File: src/rtl/adc_lvds_serializer_if.sv
// ============================================================================
// Module   : adc_lvds_serializer_if
// Brief    : Sample handshake, control and lane signals of the LVDS serializer.
// Revision : 1.0
// ============================================================================
`default_nettype none

interface adc_lvds_serializer_if;
  logic        TxEn;
  logic [1:0]  TestMode;
  logic [13:0] SmpData0;
  logic [13:0] SmpData1;
  logic        SmpValid;
  logic        SmpReady;
  logic        DatLine0;
  logic        DatLine1;
  logic        FrmLine;
  logic [7:0]  Underflow;

  modport master (
    output TxEn, TestMode, SmpData0, SmpData1, SmpValid,
    input  SmpReady, DatLine0, DatLine1, FrmLine, Underflow
  );

  modport slave (
    input  TxEn, TestMode, SmpData0, SmpData1, SmpValid,
    output SmpReady, DatLine0, DatLine1, FrmLine, Underflow
  );
endinterface

`default_nettype wire

File: src/rtl/adc_lvds_serializer.sv
// ============================================================================
// Module   : adc_lvds_serializer
// Brief    : Two-lane 14-bit sample-pair serializer with frame line and
//            deskew/sync/ramp training patterns.
// Revision : 1.0
// ============================================================================
`default_nettype none

module adc_lvds_serializer #(
  parameter logic [13:0] IDLE_PATTERN   = 14'h2000,
  parameter logic [13:0] DESKEW_PATTERN = 14'h2AAA,
  parameter logic [13:0] SYNC_PATTERN   = 14'h3F80
) (
  input  logic                  DatClk,
  input  logic                  DatRst,
  adc_lvds_serializer_if.slave  tx
);

  localparam logic [1:0] MODE_NORMAL = 2'b00;
  localparam logic [1:0] MODE_DESKEW = 2'b01;
  localparam logic [1:0] MODE_SYNC   = 2'b10;
  localparam logic [1:0] MODE_RAMP   = 2'b11;
  localparam logic [3:0] LAST_SLOT   = 4'd13;

  logic [3:0]  cnt_q,       cnt_d;
  logic [13:0] hold_a_q,    hold_a_d;
  logic [13:0] hold_b_q,    hold_b_d;
  logic        hold_full_q, hold_full_d;
  logic [13:0] sh1_q,       sh1_d;
  logic [13:0] sh0_q,       sh0_d;
  logic        line0_q,     line0_d;
  logic        line1_q,     line1_d;
  logic        frm_q,       frm_d;
  logic        ready_q,     ready_d;
  logic [7:0]  ufl_q,       ufl_d;
  logic [13:0] ramp_q,      ramp_d;

  logic        boundary;
  logic        xfer;
  logic        drain;
  logic [13:0] word_a;
  logic [13:0] word_b;

  always_comb begin
    boundary    = (cnt_q == LAST_SLOT) && tx.TxEn;
    xfer        = tx.SmpValid && ready_q;
    drain       = 1'b0;
    word_a      = IDLE_PATTERN;
    word_b      = IDLE_PATTERN;
    ufl_d       = ufl_q;
    ramp_d      = ramp_q;
    hold_a_d    = hold_a_q;
    hold_b_d    = hold_b_q;
    hold_full_d = hold_full_q;
    sh1_d       = sh1_q;
    sh0_d       = sh0_q;
    cnt_d       = cnt_q;

    if (boundary) begin
      case (tx.TestMode)
        MODE_NORMAL: begin
          if (hold_full_q) begin
            word_a = hold_a_q;
            word_b = hold_b_q;
            drain  = 1'b1;
          end else if (ufl_q != 8'hFF) begin
            ufl_d = ufl_q + 8'd1;
          end
        end
        MODE_DESKEW: begin
          word_a = DESKEW_PATTERN;
          word_b = DESKEW_PATTERN;
          drain  = 1'b1;
        end
        MODE_SYNC: begin
          word_a = SYNC_PATTERN;
          word_b = SYNC_PATTERN;
          drain  = 1'b1;
        end
        default: begin
          word_a = ramp_q;
          word_b = ramp_q + 14'd1;
          ramp_d = ramp_q + 14'd2;
        end
      endcase
    end

    // A transfer on the same edge refills the slot the boundary just drained.
    if (xfer) begin
      hold_a_d    = tx.SmpData0;
      hold_b_d    = tx.SmpData1;
      hold_full_d = 1'b1;
    end else if (drain) begin
      hold_full_d = 1'b0;
    end

    // Lane 1 carries bits [13:7] of A then B, lane 0 bits [6:0]; MSB leaves first.
    if (!tx.TxEn) begin
      cnt_d = LAST_SLOT;
    end else if (boundary) begin
      cnt_d = 4'd0;
      sh1_d = {word_a[13:7], word_b[13:7]};
      sh0_d = {word_a[6:0],  word_b[6:0]};
    end else begin
      cnt_d = cnt_q + 4'd1;
      sh1_d = {sh1_q[12:0], 1'b0};
      sh0_d = {sh0_q[12:0], 1'b0};
    end

    line1_d = tx.TxEn && sh1_d[13];
    line0_d = tx.TxEn && sh0_d[13];
    frm_d   = tx.TxEn && (cnt_d < 4'd7);

    // Registered ready looks one edge ahead so a refill can coincide with a load.
    ready_d = (tx.TestMode == MODE_NORMAL) &&
              (!hold_full_d || ((cnt_d == LAST_SLOT) && tx.TxEn));
  end

  always_ff @(posedge DatClk or posedge DatRst) begin
    if (DatRst) begin
      cnt_q       <= LAST_SLOT;
      hold_a_q    <= 14'd0;
      hold_b_q    <= 14'd0;
      hold_full_q <= 1'b0;
      sh1_q       <= 14'd0;
      sh0_q       <= 14'd0;
      line0_q     <= 1'b0;
      line1_q     <= 1'b0;
      frm_q       <= 1'b0;
      ready_q     <= 1'b0;
      ufl_q       <= 8'd0;
      ramp_q      <= 14'd0;
    end else begin
      cnt_q       <= cnt_d;
      hold_a_q    <= hold_a_d;
      hold_b_q    <= hold_b_d;
      hold_full_q <= hold_full_d;
      sh1_q       <= sh1_d;
      sh0_q       <= sh0_d;
      line0_q     <= line0_d;
      line1_q     <= line1_d;
      frm_q       <= frm_d;
      ready_q     <= ready_d;
      ufl_q       <= ufl_d;
      ramp_q      <= ramp_d;
    end
  end

  assign tx.SmpReady  = ready_q;
  assign tx.DatLine0  = line0_q;
  assign tx.DatLine1  = line1_q;
  assign tx.FrmLine   = frm_q;
  assign tx.Underflow = ufl_q;

endmodule

`default_nettype wire

File: src/flat_wrapper.sv
// flat-port wrapper written by rule: the top's interface ports become plain ports
module adc_lvds_serializer_flat 
#(
  parameter logic [13:0] IDLE_PATTERN   = 14'h2000,
  parameter logic [13:0] DESKEW_PATTERN = 14'h2AAA,
  parameter logic [13:0] SYNC_PATTERN   = 14'h3F80
)
  (DatClk, DatRst, tx_TxEn, tx_TestMode, tx_SmpData0, tx_SmpData1, tx_SmpValid, tx_SmpReady, tx_DatLine0, tx_DatLine1, tx_FrmLine, tx_Underflow);
  adc_lvds_serializer_if tx_i ();
  input  logic DatClk;
  input  logic DatRst;
  input wire logic [$bits(tx_i.TxEn)-1:0] tx_TxEn;
  input wire logic [$bits(tx_i.TestMode)-1:0] tx_TestMode;
  input wire logic [$bits(tx_i.SmpData0)-1:0] tx_SmpData0;
  input wire logic [$bits(tx_i.SmpData1)-1:0] tx_SmpData1;
  input wire logic [$bits(tx_i.SmpValid)-1:0] tx_SmpValid;
  output wire logic [$bits(tx_i.SmpReady)-1:0] tx_SmpReady;
  output wire logic [$bits(tx_i.DatLine0)-1:0] tx_DatLine0;
  output wire logic [$bits(tx_i.DatLine1)-1:0] tx_DatLine1;
  output wire logic [$bits(tx_i.FrmLine)-1:0] tx_FrmLine;
  output wire logic [$bits(tx_i.Underflow)-1:0] tx_Underflow;
  assign tx_i.TxEn = tx_TxEn;
  assign tx_i.TestMode = tx_TestMode;
  assign tx_i.SmpData0 = tx_SmpData0;
  assign tx_i.SmpData1 = tx_SmpData1;
  assign tx_i.SmpValid = tx_SmpValid;
  assign tx_SmpReady = tx_i.SmpReady;
  assign tx_DatLine0 = tx_i.DatLine0;
  assign tx_DatLine1 = tx_i.DatLine1;
  assign tx_FrmLine = tx_i.FrmLine;
  assign tx_Underflow = tx_i.Underflow;
  adc_lvds_serializer #(.IDLE_PATTERN(IDLE_PATTERN), .DESKEW_PATTERN(DESKEW_PATTERN), .SYNC_PATTERN(SYNC_PATTERN)) u_core (.DatClk(DatClk), .DatRst(DatRst), .tx(tx_i));
endmodule
File: config.mk
export PLATFORM = sky130hd
export DESIGN_NAME = adc_lvds_serializer_flat
export DESIGN_NICKNAME = d
export VERILOG_FILES = /design/src/rtl/adc_lvds_serializer_if.sv /design/src/rtl/adc_lvds_serializer.sv /design/src/flat_wrapper.sv
export SDC_FILE = /design/constraint.sdc
export NUM_CORES = 1
export LEC_CHECK = 0
export CAP_MARGIN = 20
export CORE_ASPECT_RATIO = 0.6
export CORE_MARGIN = 8
export CORE_UTILIZATION = 60
export CTS_CLUSTER_DIAMETER = 200
export DETAILED_ROUTE_END_ITERATION = 7
export GPL_ROUTABILITY_DRIVEN = 0
export HOLD_SLACK_MARGIN = 0.05
export PLACE_DENSITY = 0.87
export SLEW_MARGIN = 5
export SYNTH_ARGS = -nofsm -noshare
export SYNTH_HDL_FRONTEND = slang
export SYNTH_SLANG_ARGS = --single-unit
File: constraint.sdc
create_clock -name DatClk -period 6.3 [get_ports DatClk]
set_input_delay 1.89 -clock DatClk [delete_from_list [all_inputs] [get_ports DatClk]]
set_output_delay 1.89 -clock DatClk [all_outputs]
set_load 0.005 [all_outputs]
# After elaboration in Yosys (flattened, before gate mapping)
# Cells that the tools add are included.
[totals]
ff_bits = 87
in_bits = 34
out_inout_bits = 12
elab_cells = 55
[op_classes]
n_addsub = 4
order_cmp = 1
eq_ne = 5
n_mux = 15
bitwise_logic = 2
n_reduce_logical = 14
[ops]
columns = ["operator", "count"]
rows = [
  ["$mux 14", 6],
  ["$pmux 14 s3", 2],
  ["$add 14x1->14 const B", 1],
  ["$add 14x2->14 const B", 1],
  ["$add 8x1->8 const B", 1],
  ["$eq 4x4->1 const B", 2],
  ["$mux 4", 2],
  ["$ne 8x8->1 const B", 1],
  ["$logic_and 1x1->1", 7],
  ["$add 4x1->4 const B", 1],
  ["$lt 4x3->1 const B", 1],
  ["$mux 1", 4],
  ["$reduce_and 4->1", 1],
  ["$reduce_or 3->1", 1],
  ["$eq 2x1->1 const B", 1],
  ["$eq 2x2->1 const B", 1],
  ["$logic_not 2->1", 1],
  ["$not 1->1", 2],
  ["$pmux 1 s2", 1],
  ["$reduce_and 2->1", 1],
  ["$reduce_or 2->1", 1],
  ["$logic_not 1->1", 1],
  ["$logic_or 1x1->1", 1],
]

# Logic depth before layout (Yosys ltp)
# Gate-level depths: netlist of run 1.
[logic_depth]
word_depth = 9
mapped_depth = 7

# Worst setup path before layout of run 1
# OpenSTA, ideal clock, no wires.
[synth_timing]
path_kind = "input to register"
startpoint = "input port tx_TestMode[0]"
endpoint = "register u_core.ufl_q[1], in the netlist u_core.tx.Underflow[1]"
setup_time_ns = 0.125
t_arrival_ns = 2.957
t_required_ns = 6.175
slack_ns = 3.218
cell_stages = 5
path_cell_list = "inv_1 ha_1 nand2b_1 a211oi_4 mux2_2"
[synth_via]
elab_chain_len = 2
[synth_rtl]
columns = ["element", "line_no", "source"]
rows = [
  ["from (decl)", "flat_wrapper.sv:13", "input wire logic [$bits(tx_i.TestMode)-1:0] tx_TestMode;"],
  ["$logic_not 2->1", "adc_lvds_serializer.sv:60", "case (tx.TestMode)"],
  ["$reduce_and 4->1 (no source line)", "n/a", ""],
  ["to (signal assigned)", "adc_lvds_serializer.sv:144", "ufl_q <= ufl_d;"],
  ["to (decl)", "adc_lvds_serializer.sv:35", "logic [7:0] ufl_q, ufl_d;"],
]
# No other way between the ends.
# A chain may end at the register's enable or synchronous reset.

# Worst setup path after layout of run 1
# Same ends and word-level chain as after synthesis.

==> results.toml, run 1 <==
[sta]
rsz0062_at_grt = "no"
setup_viol = 0
hold_viol = 0
max-slew-margin-rel_pct = 41.1
min_period_ns = 3.90
fin_crit_sh_pct = 61.9
drv_slew = 0
skew_ns = 0.00910
worst_pin_slew_ns = 0.883
setup_tns_ns = 0
whs_ns = 0.500
fmax_ghz = 0.256

[critical_path]
cp_slowest_cell = "ha_1"
path_cells = "clkdlybuf4s50_1 -> inv_1 -> ha_1 -> nand2b_1 -> a211oi_4 -> mux2_2"
worstSetupPathType = "primary input to register"
cp_top_family = "adder cells"
critPathMaxFanout = 23
slowest_delay_ns = 0.63
worst_setup_path_start_kind = "primary input"
path_buf_inv = 2
cp-end-kind = "register"
crit_arrival_ns = 4.15
critPathRequiredTime_ns = 6.55

[routing]
via_per_inst = 6.09
vias = 2973
wl_per_cell_um = 18.9
drt-total-wl_mm = 9.24
drtAntennaViolNets = 0
drt_first_pass_iters = 6
drtIter0Drc = 446
drc = 0

[place]
dp_hpwl_mm = 6.68
portBuffers = 45
post-place-cells = 471

[final_layout]
fillers = 423
syn2layout_area_growth_pct = 18.9
multi_input_area_um2 = 1670
drive_gt1_share_pct = 14.4
postLayoutCoreUtil_pct = 75.1
antennaDiodeCount = 0
finalNetCount = 442
seq_area_um2 = 2110
fin_cells = 488

[synthesis]
ys_seq_area_share_pct = 53.8
yosysTopAreaCell = "dfrtp_1"
async_flop_share_pct = 100
yosys_register_bits = 84
yosys-top-cells-area = "dfrtp_1 52%, mux2_2 8.6%, a31oi_1 4.8%"
synth_area_um2 = 3910
syn_area_per_cell_um2 = 10.8
yosys_warnings = 0
synth-edff-count = 0
syn_inst = 362
synth_top_cell_area_share_pct = 51.8
ys.flop_type = "dfrtp_1"
syn-num-nets = 405
yosysUniqueCellTypes = 40

[global_route]
grt_usage_pct = 20.5
grt_overflow_total = 0
grt_first_pass_wirelength_mm = 15.2
antenna_found_initial = 0
grt_pass1_vias = 2865
grt_start_max_net_pins = 64

[clock_tree]
htreeDepth = 3
holdBufCountCts = 0
path_clk_slew_ns = 0.08
cts_sinks = 84
cts_resized = 0
clock_latency_ns = 0.36
clockRootBuffer = "clkbuf_8"
cts_tree = "done"
post-cts-setup-buffers = 0
cts_buffers = 9
cts.path.max_buffers = 2

[floorplanning]
core_area_um2 = 6190
start_util_pct = 63.2
die_area_um2 = 9440
io_pins = 46
die_w_um = 120
fp-row-count = 22
die_height_um = 78.5

[job]
drv_cap = 0

[status]
status = "finished clean"

[min_path]
hold_path_class = "register to register"

[pwr]
vdd.ir_drop.worst_mv = 0.222
power_leakage_nw = 1.97
p_per_area_nw_per_um2 = 396
## metal layers
metal	share of wire, %	track usage, %
met3	11	7.07
met4	1.6	6.20
met1	47	30.8
met5	0	0
met2	41	26.7
## registers in the layout, indices dropped and copies added, names as in the netlist, 4 cells and up
signal and flops:
u_core.cnt_q 4, u_core.hold_a_q 14, u_core.hold_b_q 14, u_core.ramp_q 13, u_core.sh0_q 13, u_core.sh1_q 13
u_core.tx.Underflow 8
## cell usage after synthesis, types with 8 or more instances
cell	number
a21oi_1	20
a31oi_1	30
clkbuf_1	14
dfrtp_1	81
ha_1	9
inv_1	11
mux2_2	30
nand2_1	27
nand3_1	14
nor2_1	27
nor3_1	16
o21ai_0	8
xnor2_1	14
## report_power, final
part / leakage, nW / switching (mW) / internal, mW / total (mW)
combinational: 0.830 / 0.243 / 0.258 / 0.501
sequential: 1.03 / 0.172 / 0.746 / 0.918
clock: 0.103 / 0.190 / 0.234 / 0.425
## logic make-up after synthesis
group / Yosys count / share of synthesized area (%)
fa+ha+maj: 9 / 2.88
mux: 30 / 8.64
xor+xnor: 20 / 4.48
buf+inv: 34 / 3.45
flops: 84 / 53.8
compound gates: 80 / 13.5
simple gates: 105 / 13.2
## worst register-to-register path, stage by stage (launching register included)
cell and delay (ns):
dfstp_2 0.61, ha_1 0.29, nand4_4 0.61, a211oi_4 0.63
mux2_2 0.39
## stage by stage
stage	worst slack [ns]	instance area, µm²	total power, mW
after floorplan	2.25	3910	1.23
after global placement	2.14	4380	1.37
after detailed placement	2.04	4410	1.41
after CTS	2.43	4630	1.84
after global routing	2.25	4650	1.95
final	2.40	4650	1.84
## worst paths after layout
kind                                               startpoint                                 end  slack, ns  cells after the start
setup / recovery                               tx_TestMode[0]  u_core.tx.Underflow[1]$_DFFE_PP0P_       2.40                      6
max in group asynchronous                              DatRst        u_core.hold_full_q$_DFF_PP0_       3.53                      4
hold / removal             u_core.tx.Underflow[7]$_DFFE_PP0P_  u_core.tx.Underflow[7]$_DFFE_PP0P_       0.50                      1
hold reg to reg            u_core.tx.Underflow[7]$_DFFE_PP0P_  u_core.tx.Underflow[7]$_DFFE_PP0P_       0.50                      1
setup reg to reg                    u_core.cnt_q[0]$_DFF_PP1_  u_core.tx.Underflow[1]$_DFFE_PP0P_       3.65                      4
min in group asynchronous                              DatRst       u_core.ramp_q[13]$_DFFE_PP0P_       1.87                      2
## cell type report
class / count / area share [%]
Inverter: 11 / 0.914
Clock buffer: 12 / 3.12
Sequential cell: 84 / 45.3
Timing Repair Buffer: 49 / 10.9
Multi-Input combinational cell: 244 / 35.9
Tap cell: 84 / 2.26
Clock inverter: 4 / 1.61
## placed cells by master, fill, tap and decap left out, drive strengths merged, types with 2 or more instances in the layout
master / n
xor2: 6
nand2: 27
nor2: 27
and2: 3
a31oi: 30
a221oi: 2
and3: 5
buf: 5
dfrtp: 81
nand4: 4
dfstp: 3
ha: 9
a21oi: 20
nand3: 14
xnor2: 14
a41oi: 3
clkinvlp: 2
o221ai: 4
bufinv: 2
mux2: 30
clkdlybuf4s50: 44
clkbuf: 12
and4: 4
nor3: 18
inv: 10
o21ai: 8
a22oi: 4
a211oi: 2
Note: power is estimated with default switching activity, not from simulation.
==> run 2, diff against run 1 <==
CORE_UTILIZATION = 56   (was 60)
PLACE_DENSITY = 0.82   (was 0.87)
clock period = 3.95 ns   (was 6.3 ns; I/O delays follow)
==> run 2 against run 1 <==
Combinational power increased by 59%; register-to-register slack got worse by 2.2 ns; non-clock buffer count increased by 2; sequential power is 60% higher; routed wire length rose by 0.28%; cell count rose by 1.0%; die area grew 5.9%; total power rose by 66%; critical path depth unchanged; sequential share of layout area shrank 0.65 points; critical endpoint is now u_core.sh1_q[11]$_DFFE_PP0P_.
==> results.toml, run 2 (same netlist as run 1, synthesis figures left out) <==
[sta]
worst_pin_slew_ns = 0.703
fmax_ghz = 0.335
setup_viol = 0
setup_tns_ns = 0
max-slew-margin-rel_pct = 53.1
hold_viol = 0
drv_slew = 0
min_period_ns = 2.99
skew_ns = 0.00534
fin_crit_sh_pct = 75.6
rsz0062_at_grt = "no"

[routing]
vias = 2969
drt-total-wl_mm = 9.26
wl_per_cell_um = 18.8
drtAntennaViolNets = 0
drc = 0
drt_first_pass_iters = 5
drtIter0Drc = 363
via_per_inst = 6.02

[place]
portBuffers = 45
dp_hpwl_mm = 6.68
postPlaceCellArea_um2 = 4430

[pwr]
p_sw_mw = 1.01
p_per_area_nw_per_um2 = 650
power_leakage_nw = 2.00
p_seq_share_pct = 47.9
vdd.ir_drop.worst_mv = 0.401
swShare_pct = 32.8
p_int_mw = 2.06
pwr-share-clk_pct = 26.1
combinationalPowerShare_pct = 25.9

[clock_tree]
cts_buffers = 9
cts_tree = "done"
htreeDepth = 3
path_clk_slew_ns = 0.06
clock_latency_ns = 0.34
cts.path.max_buffers = 2
holdBufCountCts = 0
cts_sinks = 84
cts_resized = 0
post-cts-setup-buffers = 0
clockRootBuffer = "clkbuf_16"

[job]
drv_cap = 0

[floorplanning]
core_area_um2 = 6710
fp-row-count = 23
start_util_pct = 58.3
die_area_um2 = 10000
die_height_um = 80.7
die_w_um = 124
io_pins = 46

[critical_path]
cp-end-kind = "register"
critPathMaxFanout = 16
r2r_cells = 5
critPathRequiredTime_ns = 4.20
crit_arrival_ns = 3.24
worst_setup_path_start_kind = "primary input"
worstSetupPathType = "primary input to register"

[final_layout]
drive_gt1_share_pct = 15.3
mostFrequentLayoutCells = "81 x dfrtp_1, 44 x clkdlybuf4s50_1, 30 x a31oi_1, 30 x mux2_2"
finalNetCount = 444
final_common_cell = "dfrtp_1"
fillers = 484
top_regs = "u_core.hold_a_q x14, u_core.hold_b_q x14"
fin_area_um2 = 4720
syn2layout_area_growth_pct = 20.7
antennaDiodeCount = 0
seq_area_um2 = 2110
multi_input_area_um2 = 1670

[global_route]
grt_pass1_vias = 2923
grt_start_max_net_pins = 50
grt_first_pass_wirelength_mm = 15.3
grt_overflow_total = 0
grt_usage_pct = 20.0
antenna_found_initial = 0

[min_path]
hold_depth = 1
hold_path_class = "register to register"

[status]
status = "finished clean"
## run 2: cell types whose count changed in the layout (fill, tap and decap cells not counted)
| cell | delta |
|---|---|
| clkinvlp_4 | +1 |
| buf_4 | +3 |
| clkbuf_16 | +9 |
| clkbuf_8 | -8 |
| bufinv_16 | -2 |
| clkinv_4 | +1 |
| clkinv_2 | +1 |
| buf_16 | -1 |
| clkbuf_1 | -2 |
## run 2: area by class of cell
class,count,share of cell area [%]
sequential,84,44.6
multi-input combinational,244,35.4
timing repair buffer,51,10.7
clock buffer,11,5.36
tap,87,2.31
inverter,11,0.901
clock inverter,5,0.769
## run 2: layer usage
| metal | up-vias | routed length [µm] | GRT usage (%) |
|---|---|---|---|
| li1 | 1384 | - | - |
| met1 | 1442 | 4420 | 29.4 |
| met2 | 132 | 3800 | 27.0 |
| met3 | 11 | 915 | 6.92 |
| met4 | 0 | 121 | 6.61 |
| met5 | - | 0 | 0 |
## run 2: power groups by stage
stage | sequential [mW] | clock [mW] | combinational [mW]
4_1_cts | 1.46 | 0.813 | 0.796
5_1_grt | 1.50 | 0.849 | 0.888
6_report | 1.47 | 0.802 | 0.795
3_3_place_gp | 1.45 | 0 | 0.747
2_1_floorplan | 1.35 | 0 | 0.604
3_5_place_dp | 1.47 | 0 | 0.792
## run 2: stage by stage
step	util, %	instances	power [mW]	worst slack, ns	hold WS, ns
after floorplan	-	362	1.95	0.605	0.446
after global placement	66.1	477	2.20	0.827	0.473
after detailed placement	66.1	477	2.26	0.709	0.482
after CTS	70.4	493	3.07	1.01	0.492
after global routing	70.4	493	3.24	0.745	0.521
final	70.4	493	3.07	0.964	0.484
## run 2: path summary, 6_finish.rpt
path	slack (ns)	to	start
worst min-delay path	0.48	u_core.tx.Underflow[5]$_DFFE_PP0P_	u_core.tx.Underflow[5]$_DFFE_PP0P_
worst min register to register	0.48	u_core.tx.Underflow[5]$_DFFE_PP0P_	u_core.tx.Underflow[5]$_DFFE_PP0P_
min in group asynchronous	1.26	u_core.ramp_q[12]$_DFFE_PP0P_	DatRst
worst max register to register	1.50	u_core.sh1_q[11]$_DFFE_PP0P_	u_core.cnt_q[0]$_DFF_PP1_
worst max-delay path	0.96	u_core.sh1_q[11]$_DFFE_PP0P_	tx_TestMode[0]
max in group asynchronous	2.04	u_core.hold_b_q[4]$_DFFE_PP0P_	DatRst
## run 2: worst max-delay path, cell delays in order
cell and delay [ns]:
clkdlybuf4s50_1 0.48, ha_1 0.44, buf_4 0.27, nor3_1 0.38, o21ai_0 0.24, a41oi_1 0.24
==> variant: new RTL, settings of run 1 <==
Make the reset (`DatRst`) synchronous in one clocked block.
--- a/src/rtl/adc_lvds_serializer.sv
+++ b/src/rtl/adc_lvds_serializer.sv
@@ -118,3 +118,3 @@
 
-  always_ff @(posedge DatClk or posedge DatRst) begin
+  always_ff @(posedge DatClk) begin
     if (DatRst) begin
Behaviour: differs if DatRst is asserted again (counterexample within 4 cycles, from zero or initial values and one cycle with DatRst high); with DatRst held inactive, the same outputs for 10 cycles.
==> variant against run 1 <==
  * Design area decreased by 4.0%
  * Sequential cell count unchanged
  * Highest routed layer is now met5
  * Worst hold slack got worse by 0.041 ns
  * Setup slack worse by 0.25 ns
  * Global-route usage shrank 0.18 points
  * Area after synthesis decreased by 3.1%
  * Critical endpoint is now u_core.ramp_q[12]
  * Routed wire length rose by 2.5%
  * Critical path type unchanged
Power is not compared: it rests on default switching activity, and its combinational part moved more than twofold at a synthesized area within 25%.
==> variant: results (changes against run 1) <==
- The data arrival at the endpoint of the critical path is 4.44 ns (+0.29 ns).
- The flow ran to the end, and the final reports show no timing, DRC or antenna violations.
- The total wire length after detailed routing came to 9.468 mm (+2.5%).
- The largest clock skew in the final design is 0.007481 ns (-0.001622 ns).
- The number of buffers created by CTS is 9 (unchanged).
- The number of port buffers is 45 (unchanged).
- The proportion of register bits with asynchronous set or reset after synthesis was 0% (-100 points).
- The H-tree depth reported by CTS is 3 (unchanged).
- The total congestion overflow after global routing came to 0 (unchanged).
- The largest net degree at the start of global routing is 46 (-28%).
- The post-synth net total is 522 (+29%).
- The highest net fanout along the worst path came to 37 (+61%).
- The number of warnings printed during yosys synthesis is 0 (unchanged).
- The delay of the slowest critical-path stage was 0.57 ns (-0.06 ns).
- Among all flip-flop cells after synthesis, the most frequent one is dfxtp_1.
- The depth of the worst register-to-register path is 5 (+1).
- The post-synthesis area per instance came to 7.912 sq um (-27%).
- In the final layout, the registers with the most flip-flops are u_core.hold_a_q: 14 flops, u_core.hold_b_q: 14 flops.
- The global-route total usage across every layer is 20.30% (-0.18 points).
- The tree is rooted in a clkbuf_8.
- The number of nets in the layout is 545 (+23%).
- The number of gates given a new drive strength after cts was 0 (unchanged).
- The number of iterations in the first detailed-routing pass is 6 (unchanged).
- The part of the Yosys area used for sequential elements is 44.37% (-9.5 points).
- The number of buffers added for setup after CTS came to 0 (unchanged).
- The static power due to leakage is 1.524 nW.
- The half-perimeter wire length of the detailed placement result is 6.449 mm (-3.5%).
- The origin of the worst min-delay path is u_core.hold_a_q[4].
- The min-delay analysis places its worst path in the category reg2reg.
- The number of global-route vias before repair was 3378 (+18%).
- The post-detailed-route wirelength per cell is 16.02 microns (-15%).
- The tightest slew margin relative to the limit is 33.20% (-7.9 points).
- The final hold slack is 0.4591 ns (-0.04050 ns).
- The diode insertion count for antenna repair is 0 (unchanged).
- By count the netlist is led by 85 x nand2_1, 84 x dfxtp_1, 47 x a21oi_1.
- Among all stages on the critical path, the largest delay is contributed by nand4_2.
- The end of the worst register-to-register path is u_core.ramp_q[12].
- The worst reg2reg path startpoint is u_core.cnt_q[0].
- The clock edge transition at the registers on the reported setup and hold paths was 0.08 ns (about the same).
- The maximum ir drop on the vdd rail is 0.1448 mV.
- The clock latency at the later pin of the worst-skew pair is 0.36 ns (about the same).
- The number of buffers on the longest clock path is 2 (unchanged).
- Grouping stages by cell kind, the critical path spends the most delay in simple AND/OR/NAND/NOR gates.
- Yosys attributes the largest share of cell area to dfxtp_1 44%, nand2_1 8.4%, a21oi_1 6.2%, nor3_1 5.0%, nor2_1 4.0%.
- The initial antenna violation count is 1 (+1).
- The endpoint with the worst hold slack is u_core.hold_a_q[4].
- The via-per-instance ratio is 6.064 (-0.46%).
- The instance count along the most critical hold path is 2 (+1).
- The share of cells above drive strength 1 came to 4.339% (-10 points).
- The wire length of the first global-routing pass is 15.64 mm (+3.2%).
- The placed cell count was 575 (+22%).
- The number of distinct library cell variants in the gate-level netlist after synthesis is 46 (+15%).
- The setup slack of the most critical reg-to-reg path is 3.83 ns (+0.18 ns).
- The iteration-0 DRC count of the detailed router is 348 (-22%).
==> variant: worst max-delay path by stage <==
stage                        start                      to  slack (ns)
floorplan           tx_TestMode[0]  u_core.tx.Underflow[6]        3.03
global placement           tx_TxEn       u_core.ramp_q[12]        1.90
detailed placement         tx_TxEn       u_core.ramp_q[12]        1.85
CTS                        tx_TxEn       u_core.ramp_q[12]        2.21
global route               tx_TxEn       u_core.ramp_q[12]        1.99
finish                     tx_TxEn       u_core.ramp_q[12]        2.15
==> variant: cell families after synthesis <==
group / count (synthesis) / synth area share [%]
simple gates: 204 / 24.53
compound gates: 126 / 20.83
flops: 84 / 44.37
buf+inv: 44 / 4.490
xor+xnor: 11 / 2.542
fa+ha+maj: 9 / 2.971
mux: 1 / 0.2641
==> variant: per-layer routing <==
layer	routed length (microns)	GRT usage (%)	vias to the layer above
met5	13	0	-
li1	-	-	1751
met4	270	10.29	2
met1	4432	25.39	1676
met3	561	6.214	32
met2	4189	31.27	123
==> variant: stage by stage <==
| stage | setup WS [ns] | cell area, sq um |
|---|---|---|
| after floorplan | 3.031 | 3790 |
| after global placement | 1.896 | 4219 |
| after detailed placement | 1.847 | 4247 |
| after CTS | 2.205 | 4464 |
| after global routing | 1.991 | 4464 |
| final | 2.152 | 4464 |
==> variant: layout make-up <==
class | instances | area (sq um)
Multi-Input combinational cell | 351 | 1938
Tap cell | 84 | 105.1
Clock inverter | 4 | 72.57
Clock buffer | 12 | 145.1
Timing Repair Buffer | 49 | 495.5
Inverter | 7 | 26.28
Sequential cell | 84 | 1682
Fill cell | 460 | 1647
==> variant: where the power goes <==
group | internal [W] | switching [W] | leakage [nW] | total (W)
Combinational | 0.0000584 | 0.0000813 | 0.734 | 0.000140
Sequential | 0.000550 | 0.0000142 | 0.683 | 0.000564
Clock | 0.000234 | 0.000185 | 0.107 | 0.000419
==> variant: worst min-delay path: stages, from the launching register on <==
cell and delay (ns):
dfxtp_1 0.32, nand2_1 0.05, a21oi_1 0.05
